$ cat src/rtl/iter_alu_if.sv
// Handshake and result bundle for the iterative ALU: the requester drives the
// start/opcode/operands, the ALU returns status and registered results.
interface iter_alu_if #(
  parameter int WIDTH = 32
);
  logic             start;
  logic [4:0]       alu_control;
  logic [WIDTH-1:0] a;
  logic [WIDTH-1:0] b;
  logic             busy;
  logic             done;
  logic [WIDTH-1:0] alu_result;
  logic [WIDTH-1:0] alu_result_hi;
  logic             zero;
  logic             div_by_zero;

  modport master (
    output start, alu_control, a, b,
    input  busy, done, alu_result, alu_result_hi, zero, div_by_zero
  );

  modport slave (
    input  start, alu_control, a, b,
    output busy, done, alu_result, alu_result_hi, zero, div_by_zero
  );
endinterface

$ cat src/rtl/iter_alu.sv
// MIPS-style ALU: single-cycle logic/arith/shift ops, plus HI/LO multiply,
// multiply-accumulate and divide iterated one bit per cycle.
module iter_alu #(
  parameter int WIDTH = 32
) (
  input  logic       clk,
  input  logic       reset,
  iter_alu_if.slave  bus
);
  localparam int SHW = $clog2(WIDTH);

  typedef enum logic [1:0] {S_IDLE, S_MUL, S_DIV} state_e;

  typedef enum logic [4:0] {
    OP_ADD  = 5'b00000, OP_SUB, OP_AND, OP_OR, OP_NOR, OP_XOR,
    OP_SLT, OP_SLTU, OP_SLL, OP_SRL, OP_SRA, OP_ROTR,
    OP_MULT = 5'b10000, OP_MULTU, OP_DIV, OP_DIVU, OP_MADD, OP_MSUB,
    OP_MTHI, OP_MTLO, OP_MFHI, OP_MFLO
  } op_e;

  state_e             state_q, state_d;
  logic [SHW-1:0]     cnt_q, cnt_d;
  logic [2*WIDTH-1:0] acc_q, acc_d;
  logic [WIDTH-1:0]   opnd_q, opnd_d;
  logic [4:0]         op_q, op_d;
  logic               neg_q, neg_d;
  logic               rem_neg_q, rem_neg_d;
  logic [WIDTH-1:0]   hi_q, hi_d;
  logic [WIDTH-1:0]   lo_q, lo_d;
  logic [WIDTH-1:0]   res_q, res_d;
  logic [WIDTH-1:0]   res_hi_q, res_hi_d;
  logic               done_q, done_d;
  logic               dbz_q, dbz_d;

  // Operand decode at acceptance: signed ops iterate on magnitudes.
  logic               signed_op, is_mul, is_div;
  logic               a_neg, b_neg;
  logic [WIDTH-1:0]   abs_a, abs_b;
  logic [SHW-1:0]     sh;
  logic [WIDTH-1:0]   alu_out;

  always_comb begin
    signed_op = (bus.alu_control == OP_MULT) || (bus.alu_control == OP_MADD) ||
                (bus.alu_control == OP_MSUB) || (bus.alu_control == OP_DIV);
    is_mul    = (bus.alu_control == OP_MULT) || (bus.alu_control == OP_MULTU) ||
                (bus.alu_control == OP_MADD) || (bus.alu_control == OP_MSUB);
    is_div    = (bus.alu_control == OP_DIV)  || (bus.alu_control == OP_DIVU);
    a_neg     = signed_op & bus.a[WIDTH-1];
    b_neg     = signed_op & bus.b[WIDTH-1];
    abs_a     = a_neg ? -bus.a : bus.a;
    abs_b     = b_neg ? -bus.b : bus.b;
    sh        = bus.b[SHW-1:0];
  end

  always_comb begin
    alu_out = '0;
    case (bus.alu_control)
      OP_ADD:  alu_out = bus.a + bus.b;
      OP_SUB:  alu_out = bus.a - bus.b;
      OP_AND:  alu_out = bus.a & bus.b;
      OP_OR:   alu_out = bus.a | bus.b;
      OP_NOR:  alu_out = ~(bus.a | bus.b);
      OP_XOR:  alu_out = bus.a ^ bus.b;
      OP_SLT:  alu_out = {{(WIDTH-1){1'b0}}, $signed(bus.a) < $signed(bus.b)};
      OP_SLTU: alu_out = {{(WIDTH-1){1'b0}}, bus.a < bus.b};
      OP_SLL:  alu_out = bus.a << sh;
      OP_SRL:  alu_out = bus.a >> sh;
      OP_SRA:  alu_out = $signed(bus.a) >>> sh;
      OP_ROTR: alu_out = WIDTH'({bus.a, bus.a} >> sh);
      OP_MFHI: alu_out = hi_q;
      OP_MFLO: alu_out = lo_q;
      default: alu_out = '0;
    endcase
  end

  // One shift-add step: acc = {partial sum, remaining multiplier bits}.
  logic [WIDTH:0]     mul_sum;
  logic [2*WIDTH-1:0] mul_next, prod, mul_final;

  always_comb begin
    mul_sum  = {1'b0, acc_q[2*WIDTH-1:WIDTH]} + (acc_q[0] ? {1'b0, opnd_q} : '0);
    mul_next = {mul_sum, acc_q[WIDTH-1:1]};
    prod     = neg_q ? -mul_next : mul_next;
    case (op_q)
      OP_MADD: mul_final = {hi_q, lo_q} + prod;
      OP_MSUB: mul_final = {hi_q, lo_q} - prod;
      default: mul_final = prod;
    endcase
  end

  // One restoring step: acc = {partial remainder, dividend/quotient bits}.
  logic [WIDTH:0]     div_shift;
  logic               div_ge;
  logic [WIDTH-1:0]   div_rem, quo_mag, rem_mag;
  logic [2*WIDTH-1:0] div_next, div_final;

  always_comb begin
    div_shift = {acc_q[2*WIDTH-1:WIDTH], acc_q[WIDTH-1]};
    div_ge    = div_shift >= {1'b0, opnd_q};
    div_rem   = div_shift[WIDTH-1:0] - opnd_q;
    div_next  = {div_ge ? div_rem : div_shift[WIDTH-1:0], acc_q[WIDTH-2:0], div_ge};
    quo_mag   = div_next[WIDTH-1:0];
    rem_mag   = div_next[2*WIDTH-1:WIDTH];
    div_final = {rem_neg_q ? -rem_mag : rem_mag, neg_q ? -quo_mag : quo_mag};
  end

  always_comb begin
    // NOTE: every _d takes its _q value first, so no path through the case infers a latch.
    state_d   = state_q;
    cnt_d     = cnt_q;
    acc_d     = acc_q;
    opnd_d    = opnd_q;
    op_d      = op_q;
    neg_d     = neg_q;
    rem_neg_d = rem_neg_q;
    hi_d      = hi_q;
    lo_d      = lo_q;
    res_d     = res_q;
    res_hi_d  = res_hi_q;
    done_d    = 1'b0;
    dbz_d     = dbz_q;

    case (state_q)
      S_IDLE: begin
        if (bus.start) begin
          op_d      = bus.alu_control;
          neg_d     = a_neg ^ b_neg;
          rem_neg_d = a_neg;
          if (is_mul) begin
            state_d = S_MUL;
            cnt_d   = '1;
            acc_d   = {{WIDTH{1'b0}}, abs_b};
            opnd_d  = abs_a;
          end else if (is_div && (bus.b != '0)) begin
            state_d = S_DIV;
            cnt_d   = '1;
            acc_d   = {{WIDTH{1'b0}}, abs_a};
            opnd_d  = abs_b;
          end else begin
            // Divide by zero lands here too: reports LO/HI untouched.
            done_d   = 1'b1;
            dbz_d    = is_div;
            res_d    = alu_out;
            res_hi_d = hi_q;
            case (bus.alu_control)
              OP_MTHI: begin
                hi_d     = bus.a;
                res_d    = lo_q;
                res_hi_d = bus.a;
              end
              OP_MTLO: begin
                lo_d  = bus.a;
                res_d = bus.a;
              end
              OP_DIV, OP_DIVU: res_d = lo_q;
              default: ;
            endcase
          end
        end
      end

      S_MUL: begin
        acc_d = mul_next;
        cnt_d = cnt_q - SHW'(1);
        if (cnt_q == '0) begin
          state_d  = S_IDLE;
          done_d   = 1'b1;
          dbz_d    = 1'b0;
          hi_d     = mul_final[2*WIDTH-1:WIDTH];
          lo_d     = mul_final[WIDTH-1:0];
          res_d    = mul_final[WIDTH-1:0];
          res_hi_d = mul_final[2*WIDTH-1:WIDTH];
        end
      end

      S_DIV: begin
        acc_d = div_next;
        cnt_d = cnt_q - SHW'(1);
        if (cnt_q == '0) begin
          state_d  = S_IDLE;
          done_d   = 1'b1;
          dbz_d    = 1'b0;
          hi_d     = div_final[2*WIDTH-1:WIDTH];
          lo_d     = div_final[WIDTH-1:0];
          res_d    = div_final[WIDTH-1:0];
          res_hi_d = div_final[2*WIDTH-1:WIDTH];
        end
      end

      default: state_d = S_IDLE;
    endcase
  end

  always_ff @(posedge clk) begin
    // NOTE: non-blocking assignments keep every flop sampling pre-edge values.
    if (reset) begin
      state_q   <= S_IDLE;
      cnt_q     <= '0;
      acc_q     <= '0;
      opnd_q    <= '0;
      op_q      <= '0;
      neg_q     <= 1'b0;
      rem_neg_q <= 1'b0;
      hi_q      <= '0;
      lo_q      <= '0;
      res_q     <= '0;
      res_hi_q  <= '0;
      done_q    <= 1'b0;
      dbz_q     <= 1'b0;
    end else begin
      state_q   <= state_d;
      cnt_q     <= cnt_d;
      acc_q     <= acc_d;
      opnd_q    <= opnd_d;
      op_q      <= op_d;
      neg_q     <= neg_d;
      rem_neg_q <= rem_neg_d;
      hi_q      <= hi_d;
      lo_q      <= lo_d;
      res_q     <= res_d;
      res_hi_q  <= res_hi_d;
      done_q    <= done_d;
      dbz_q     <= dbz_d;
    end
  end

  assign bus.busy          = (state_q != S_IDLE);
  assign bus.done          = done_q;
  assign bus.alu_result    = res_q;
  assign bus.alu_result_hi = res_hi_q;
  assign bus.zero          = (res_q == '0);
  assign bus.div_by_zero   = dbz_q;
endmodule

$ cat src/flat_wrapper.sv
// flat-port wrapper written by rule: the top's interface ports become plain ports
module iter_alu_flat 
#(
  parameter int WIDTH = 32
)
  (clk, reset, bus_start, bus_alu_control, bus_a, bus_b, bus_busy, bus_done, bus_alu_result, bus_alu_result_hi, bus_zero, bus_div_by_zero);
  iter_alu_if #(.WIDTH(WIDTH)) bus_i ();
  input  logic clk;
  input  logic reset;
  input wire logic [$bits(bus_i.start)-1:0] bus_start;
  input wire logic [$bits(bus_i.alu_control)-1:0] bus_alu_control;
  input wire logic [$bits(bus_i.a)-1:0] bus_a;
  input wire logic [$bits(bus_i.b)-1:0] bus_b;
  output wire logic [$bits(bus_i.busy)-1:0] bus_busy;
  output wire logic [$bits(bus_i.done)-1:0] bus_done;
  output wire logic [$bits(bus_i.alu_result)-1:0] bus_alu_result;
  output wire logic [$bits(bus_i.alu_result_hi)-1:0] bus_alu_result_hi;
  output wire logic [$bits(bus_i.zero)-1:0] bus_zero;
  output wire logic [$bits(bus_i.div_by_zero)-1:0] bus_div_by_zero;
  assign bus_i.start = bus_start;
  assign bus_i.alu_control = bus_alu_control;
  assign bus_i.a = bus_a;
  assign bus_i.b = bus_b;
  assign bus_busy = bus_i.busy;
  assign bus_done = bus_i.done;
  assign bus_alu_result = bus_i.alu_result;
  assign bus_alu_result_hi = bus_i.alu_result_hi;
  assign bus_zero = bus_i.zero;
  assign bus_div_by_zero = bus_i.div_by_zero;
  iter_alu #(.WIDTH(WIDTH)) u_core (.clk(clk), .reset(reset), .bus(bus_i));
endmodule
$ cat config.mk
export PLATFORM = sky130hd
export DESIGN_NAME = iter_alu_flat
export DESIGN_NICKNAME = d
export VERILOG_FILES = /design/src/rtl/iter_alu_if.sv /design/src/rtl/iter_alu.sv /design/src/flat_wrapper.sv
export SDC_FILE = /design/constraint.sdc
export NUM_CORES = 2
export LEC_CHECK = 0
export CAP_MARGIN = 20
export CORE_ASPECT_RATIO = 2
export CORE_UTILIZATION = 30
export CTS_BUF_LIST = sky130_fd_sc_hd__clkbuf_4 sky130_fd_sc_hd__clkbuf_8
export CTS_CLUSTER_DIAMETER = 50
export DETAILED_ROUTE_END_ITERATION = 12
export PLACE_DENSITY_LB_ADDON = 0.15
export SLEW_MARGIN = 20
export SYNTH_ARGS = -nofsm -noshare
export SYNTH_HDL_FRONTEND = slang
export SYNTH_SLANG_ARGS = --single-unit
$ cat constraint.sdc
create_clock -name clk -period 8.9 [get_ports clk]
set_input_delay 0.89 -clock clk [delete_from_list [all_inputs] [get_ports clk]]
set_output_delay 0.89 -clock clk [all_outputs]
set_load 0.01 [all_outputs]
# --- Word level (Yosys, flattened, before mapping) ---
# Index checks and enable logic that the tools add are counted.
# W data, S select, Z words.
word_totals:
  memories: 0
  regBits: 208
  word_cells: 153
  input_bits: 72
  latch_bits: 0
  mem_bits_rw: 0
  mem_bits_ro: 0
op_classes:
  reduce_logical: 28
  addsub: 12
  multipliers: 0
  muxes: 53
  n_eq_ne: 34
  div_mod_pow: 0
  shift: 4
  bitwise_logic: 7
  n_lt_le_gt_ge: 3
op_table:
  columns: ["cell", "count"]
  rows:
  - ["$mux W32", 23]
  - ["$pmux W32 S14", 1]
  - ["$pmux W32 S3", 3]
  - ["$mux W64", 4]
  - ["$pmux W64 S3", 1]
  - ["$neg A32 Y32", 4]
  - ["$pmux W64 S2", 1]
  - ["$add A64 B64 Y64", 1]
  - ["$lt A32 B32 Y1", 2]
  - ["$neg A64 Y64", 1]
  - ["$pmux W32 S2", 1]
  - ["$shr A64 B5 Y32", 1]
  - ["$sub A32 B32 Y32", 2]
  - ["$sub A64 B64 Y64", 1]
  - ["$eq A5 B5 Y1 const B", 12]
  - ["$add A32 B33 Y33", 1]
  - ["$ge A33 B32 Y1", 1]
  - ["$add A32 B32 Y32", 1]
  - ["$and A32 B32 Y32", 1]
  - ["$logic_not A32 Y1", 1]
  - ["$not A32 Y32", 1]
  - ["$or A32 B32 Y32", 1]
  - ["$reduce_bool A32 Y1", 1]
  - ["$shl A32 B5 Y32", 1]
  - ["other kinds (35)", 74]

# --- Logic depth before layout (Yosys ltp) ---
depth:
  word_depth: 10
  mapped_depth: 35

# --- Worst setup path before layout ---
# Ideal clock, no wire load.
synth_path:
  path_kind: "register to register"
  start: "register u_core.acc_q[0]"
  end: "register u_core.hi_q[31]"
  path_slack_ps: 2250
  n_path_buf: 1
  required_ps: 8838
  setup_ps: 62
  t_arrival_ps: 6588
  stages_incl_launch_ff: 30
  path_cell_list: "dfxtp_1 -> and2_1 -> ha_1 -> fa_1 -> a211oi_1 -> nor3_1 -> o311ai_0 -> nand2_1 -> xor2_1 -> a2111oi_4 -> nand4_1 -> mux2_2 -> a211oi_1 -> and3_1 -> nand3_1 -> nor4_1 -> nor2_1 -> xor2_1 -> ha_1 -> clkbuf_1 -> nor2b_1 -> o21ai_0 -> nand2b_1 -> a211oi_1 -> o41ai_1 -> a21oi_1 -> xnor2_1 -> xor2_1 -> a211o_1 -> nand3_1"
synth_between:
  elab_chain_cells: 8
  word_cells_on_any_way: 9
  classes_between: "add/sub (4); mux (5)"
synth_lines:
  columns: ["element", "line_no", "rtl"]
  rows:
  - ["start, declared", "iter_alu.sv:23", "logic [2*WIDTH-1:0] acc_q, acc_d;"]
  - ["start signal, assigned", "iter_alu.sv:199", "acc_q <= '0;"]
  - ["start signal, assigned", "iter_alu.sv:213", "acc_q <= acc_d;"]
  - ["$mux W32 *", "iter_alu.sv:81", "mul_sum = {1'b0, acc_q[2*WIDTH-1:WIDTH]} + (acc_q[0] ? {1'b0, opnd_q} : '0);"]
  - ["$add A32 B33 Y33 *", "iter_alu.sv:81", null]
  - ["$neg A64 Y64", "iter_alu.sv:83", "prod = neg_q ? -mul_next : mul_next;"]
  - ["$mux W64 *", "iter_alu.sv:83", null]
  - ["$sub A64 B64 Y64 or $add A64 B64 Y64 (tied branches)", "iter_alu.sv:86, iter_alu.sv:85", null]
  - ["$pmux W64 S2 *", "iter_alu.sv:84", "case (op_q)"]
  - ["$mux W32 *", "iter_alu.sv:165", "if (cnt_q == '0) begin"]
  - ["$pmux W32 S3 *", null, null]
  - ["end signal, assigned", "iter_alu.sv:218", "hi_q <= hi_d;"]
  - ["end, declared", "iter_alu.sv:28", "logic [WIDTH-1:0] hi_q, hi_d;"]
# Every way passes the cells marked *; elsewhere a longest branch is shown, timed or not. The select of a mux whose other input is x is not followed.
# A chain may end at the register's enable or synchronous reset.

# --- Worst setup path in the final report ---
# Same ends and word-level chain as after synthesis.

==> metrics.cfg <==
[run_status]
status = completed

[power]
total_power_mw = 5.430
power.leakage_nw = 14.75
sw_frac_of_total_pct = 51.64
internal_power_mw = 2.626
p_clk_share_pct = 22.4
power_switching_mw = 2.804
seqPwrFrac_pct = 21.1
power.density_nw_per_um2 = 144.6
ir_drop_uv = 114.5
pwr-share-comb_pct = 56.5

[timing]
period_needed_ns = 8.433
rsz0062_at_grt = false
tightest_slew_ns = 1.268
fmax_mhz = 118.6
setup_viol = 0
fin_crit_sh_pct = 94.75
fin_hold_ws_ns = 0.4783
hold_viol = 0
maxSlewViolCount = 0
worst_slack_ns = 0.4670
slew-limit-headroom_pct = 14.59
fin_worst_skew_ns = 0.1099
setup_tns_ns = 0

[clock_tree]
cts_buffers = 40
cts-root-buf = clkbuf_8
cts.htree.levels = 2
cts_sinks = 208
hold_buffers = 0
insertion_delay_ns = 0.75
postCtsSetupBuffers = 0
clockBufferDepth = 3
worst_setup_hold_path_clk_slew_ns = 0.07
cts_tree = built
cts_resized = 0

[critical_path]
cp_slowest_cell = o311ai_1
worstPathArrival_ns = 9.07
worstSetupStartpointType = register
max_stage_delay_ns = 0.98
r2r_end = u_core.hi_q[31]
cp-end-kind = register
critPathRequiredTime_ns = 9.53
r2r_start = u_core.acc_q[0]
cp_max_fo = 32
cp-startpoint = u_core.acc_q[0]
reg2reg_slack_ns = 0.47
crit_end = u_core.hi_q[31]
path_class = register to register
rr_worst_depth = 30

[placed_design]
portBuffers = 139
place_hpwl_mm = 173.4
placedCellCount = 6384
place_area_sq_um = 36430
post-place-ws_ns = 0.8093
gp_congestion = 1.148

[floorplanning]
initial_core_util_pct = 30.35
ios = 140
fp.dieH_microns = 474.2
core_sq_um = 110200
die_w_microns = 238.1
dieArea_sq_um = 112900
core.rowCount = 172

[grt]
grt_pass1_wl_mm = 317.2
grt_pass1_vias = 41080
grt-ovfl-total = 0
grt_usage_pct = 40.12
grt_antenna_before_repair = 45
grt_start_max_net_pins = 142

[logic_synthesis]
async_flop_share_pct = 0
synth_top_area_cell = dfxtp_1
ys_top_cells_by_area = dfxtp_1 (12%), ha_1 (8.8%), a21oi_1 (7.9%)
synth_edf_count = 0
synthFlopType = dfxtp_1
ys_seq_elements = 208
synth_cell_types = 99
synth_cells = 5014
ys_seq_area_share_pct = 12.45
yosys.area.top_type_share_pct = 12.45
netlist_area_sq_um = 33440
yosys-top-cells-count = nor2_1 (566), a21oi_1 (528), nand2_1 (518)
avgSynthCellArea_sq_um = 6.669
ys_warn_count = 0
syn_nets = 5326
synth.most_common_cell = nor2_1

[detailed_routing]
vias_per_cell = 6.480
ant_nets = 0
wl_per_cell_microns = 35.17
drt_pass1_iterations = 10
drt-total-wl_mm = 228.2
drc_errors = 0
drt_iter0_drc = 4303
via_count = 42040

[layout]
syn2layout_area_growth_pct = 12.32
fin_util_pct = 34.09
final_cell_count_no_fill = 6487
fillers = 12480
stdcell_area_sq_um = 37560
drive_gt1_share_pct = 7.140
nNetsFinal = 5268

[min_path]
holdCritPathClass = register to register

[job]
maxCapViolations = 0

## power groups by stage
stage | combinational (mW) | clock, mW | sequential, mW
6_report | 3.07 | 1.22 | 1.15
5_1_grt | 3.21 | 1.26 | 1.15
4_1_cts | 2.88 | 1.22 | 1.13
3_5_place_dp | 2.86 | 0 | 1.15
3_3_place_gp | 2.86 | 0 | 1.15
2_1_floorplan | 1.79 | 0 | 1.07
## worst max-delay path, delay by kind of cell (launching register included)
family | cells | cell delay, ns
DFF | 1 | 0.37
buffers and inverters | 3 | 0.68
muxes | 1 | 0.42
xor gates and xnor gates | 4 | 0.83
and+or+nand+nor | 11 | 2.11
AOI/OAI and AO/OA | 9 | 3.28
adders and majority gates | 2 | 0.68
## sequential cells by signal, summed over array words and instances, names as in the netlist, 2 cells and up
signal / count
u_core.bus.alu_result: 32
u_core.lo_q: 32
u_core.op_q: 5
u_core.opnd_q: 32
u_core.acc_q: 64
u_core.cnt_q: 5
u_core.hi_q: 32
u_core.state_q: 2
## worst min-delay path by stage
stage | start | end | cells after the start | slack, ns
floorplan | u_core.op_q[4] | u_core.op_q[4] | 2 | 0.44
global placement | u_core.bus.alu_result[12] | u_core.bus.alu_result[12] | 2 | 0.47
detailed placement | u_core.bus.alu_result[18] | u_core.bus.alu_result[18] | 2 | 0.46
CTS | u_core.bus.alu_result[18] | u_core.bus.alu_result[18] | 2 | 0.48
global route | u_core.bus.alu_result[13] | u_core.bus.alu_result[13] | 2 | 0.50
finish | u_core.bus.alu_result[18] | u_core.bus.alu_result[18] | 2 | 0.48
## layer usage
metal | vias to the layer above | global-route usage (%) | part of all wire (%)
li1 | 18340 | - | -
met1 | 20160 | 35.11 | 30
met2 | 2389 | 66.36 | 47
met3 | 1131 | 13.47 | 8.2
met4 | 20 | 48.46 | 14
met5 | - | 0.8783 | 0.097
## cell usage in the layout (no fill, tap or decap), types with 52 or more instances in the layout
| master | netlist | layout |
|---|---|---|
| a21o_1 | 91 | 91 |
| a21oi_1 | 528 | 525 |
| a221oi_1 | 108 | 107 |
| a31oi_1 | 73 | 70 |
| buf_4 | 2 | 138 |
| clkdlybuf4s50_1 | 0 | 133 |
| dfxtp_1 | 208 | 207 |
| ha_1 | 235 | 232 |
| inv_1 | 201 | 200 |
| mux2i_1 | 90 | 86 |
| nand2_1 | 518 | 515 |
| nand3_1 | 110 | 110 |
| nand4_1 | 53 | 53 |
| nor2_1 | 566 | 559 |
| nor3_1 | 169 | 165 |
| o211ai_1 | 60 | 60 |
| o21ai_0 | 346 | 343 |
| o31ai_1 | 52 | 52 |
| xnor2_1 | 207 | 207 |
| xor2_1 | 128 | 128 |
## layout make-up
type | instances | area, sq um | share of cell area [%]
antenna | 22 | 55.05 | 0.1466
inverter | 206 | 773.2 | 2.059
tap | 1479 | 1851 | 4.927
timing repair buffer | 285 | 2526 | 6.725
clock buffer | 54 | 693.2 | 1.845
clock inverter | 18 | 231.5 | 0.6162
sequential | 208 | 4168 | 11.10
multi-input combinational | 4215 | 27260 | 72.59
## cells by family (layout without fill, tap and decap cells)
| kind of cell | Yosys count | in the layout | synth area share, % |
|---|---|---|---|
| buffers and inverters | 591 | 563 | 6.709 |
| multiplexers | 119 | 119 | 4.108 |
| AO/OA/AOI/OAI | 1772 | 1772 | 34.76 |
| flip-flops | 208 | 208 | 12.45 |
| XOR/XNOR | 336 | 336 | 8.823 |
| AND/OR/NAND/NOR | 1748 | 1748 | 24.06 |
| other | 0 | 22 | 0 |
| adder cells (fa/ha/maj) | 240 | 240 | 9.092 |
No activity file was read; power rests on OpenSTA's default activity.
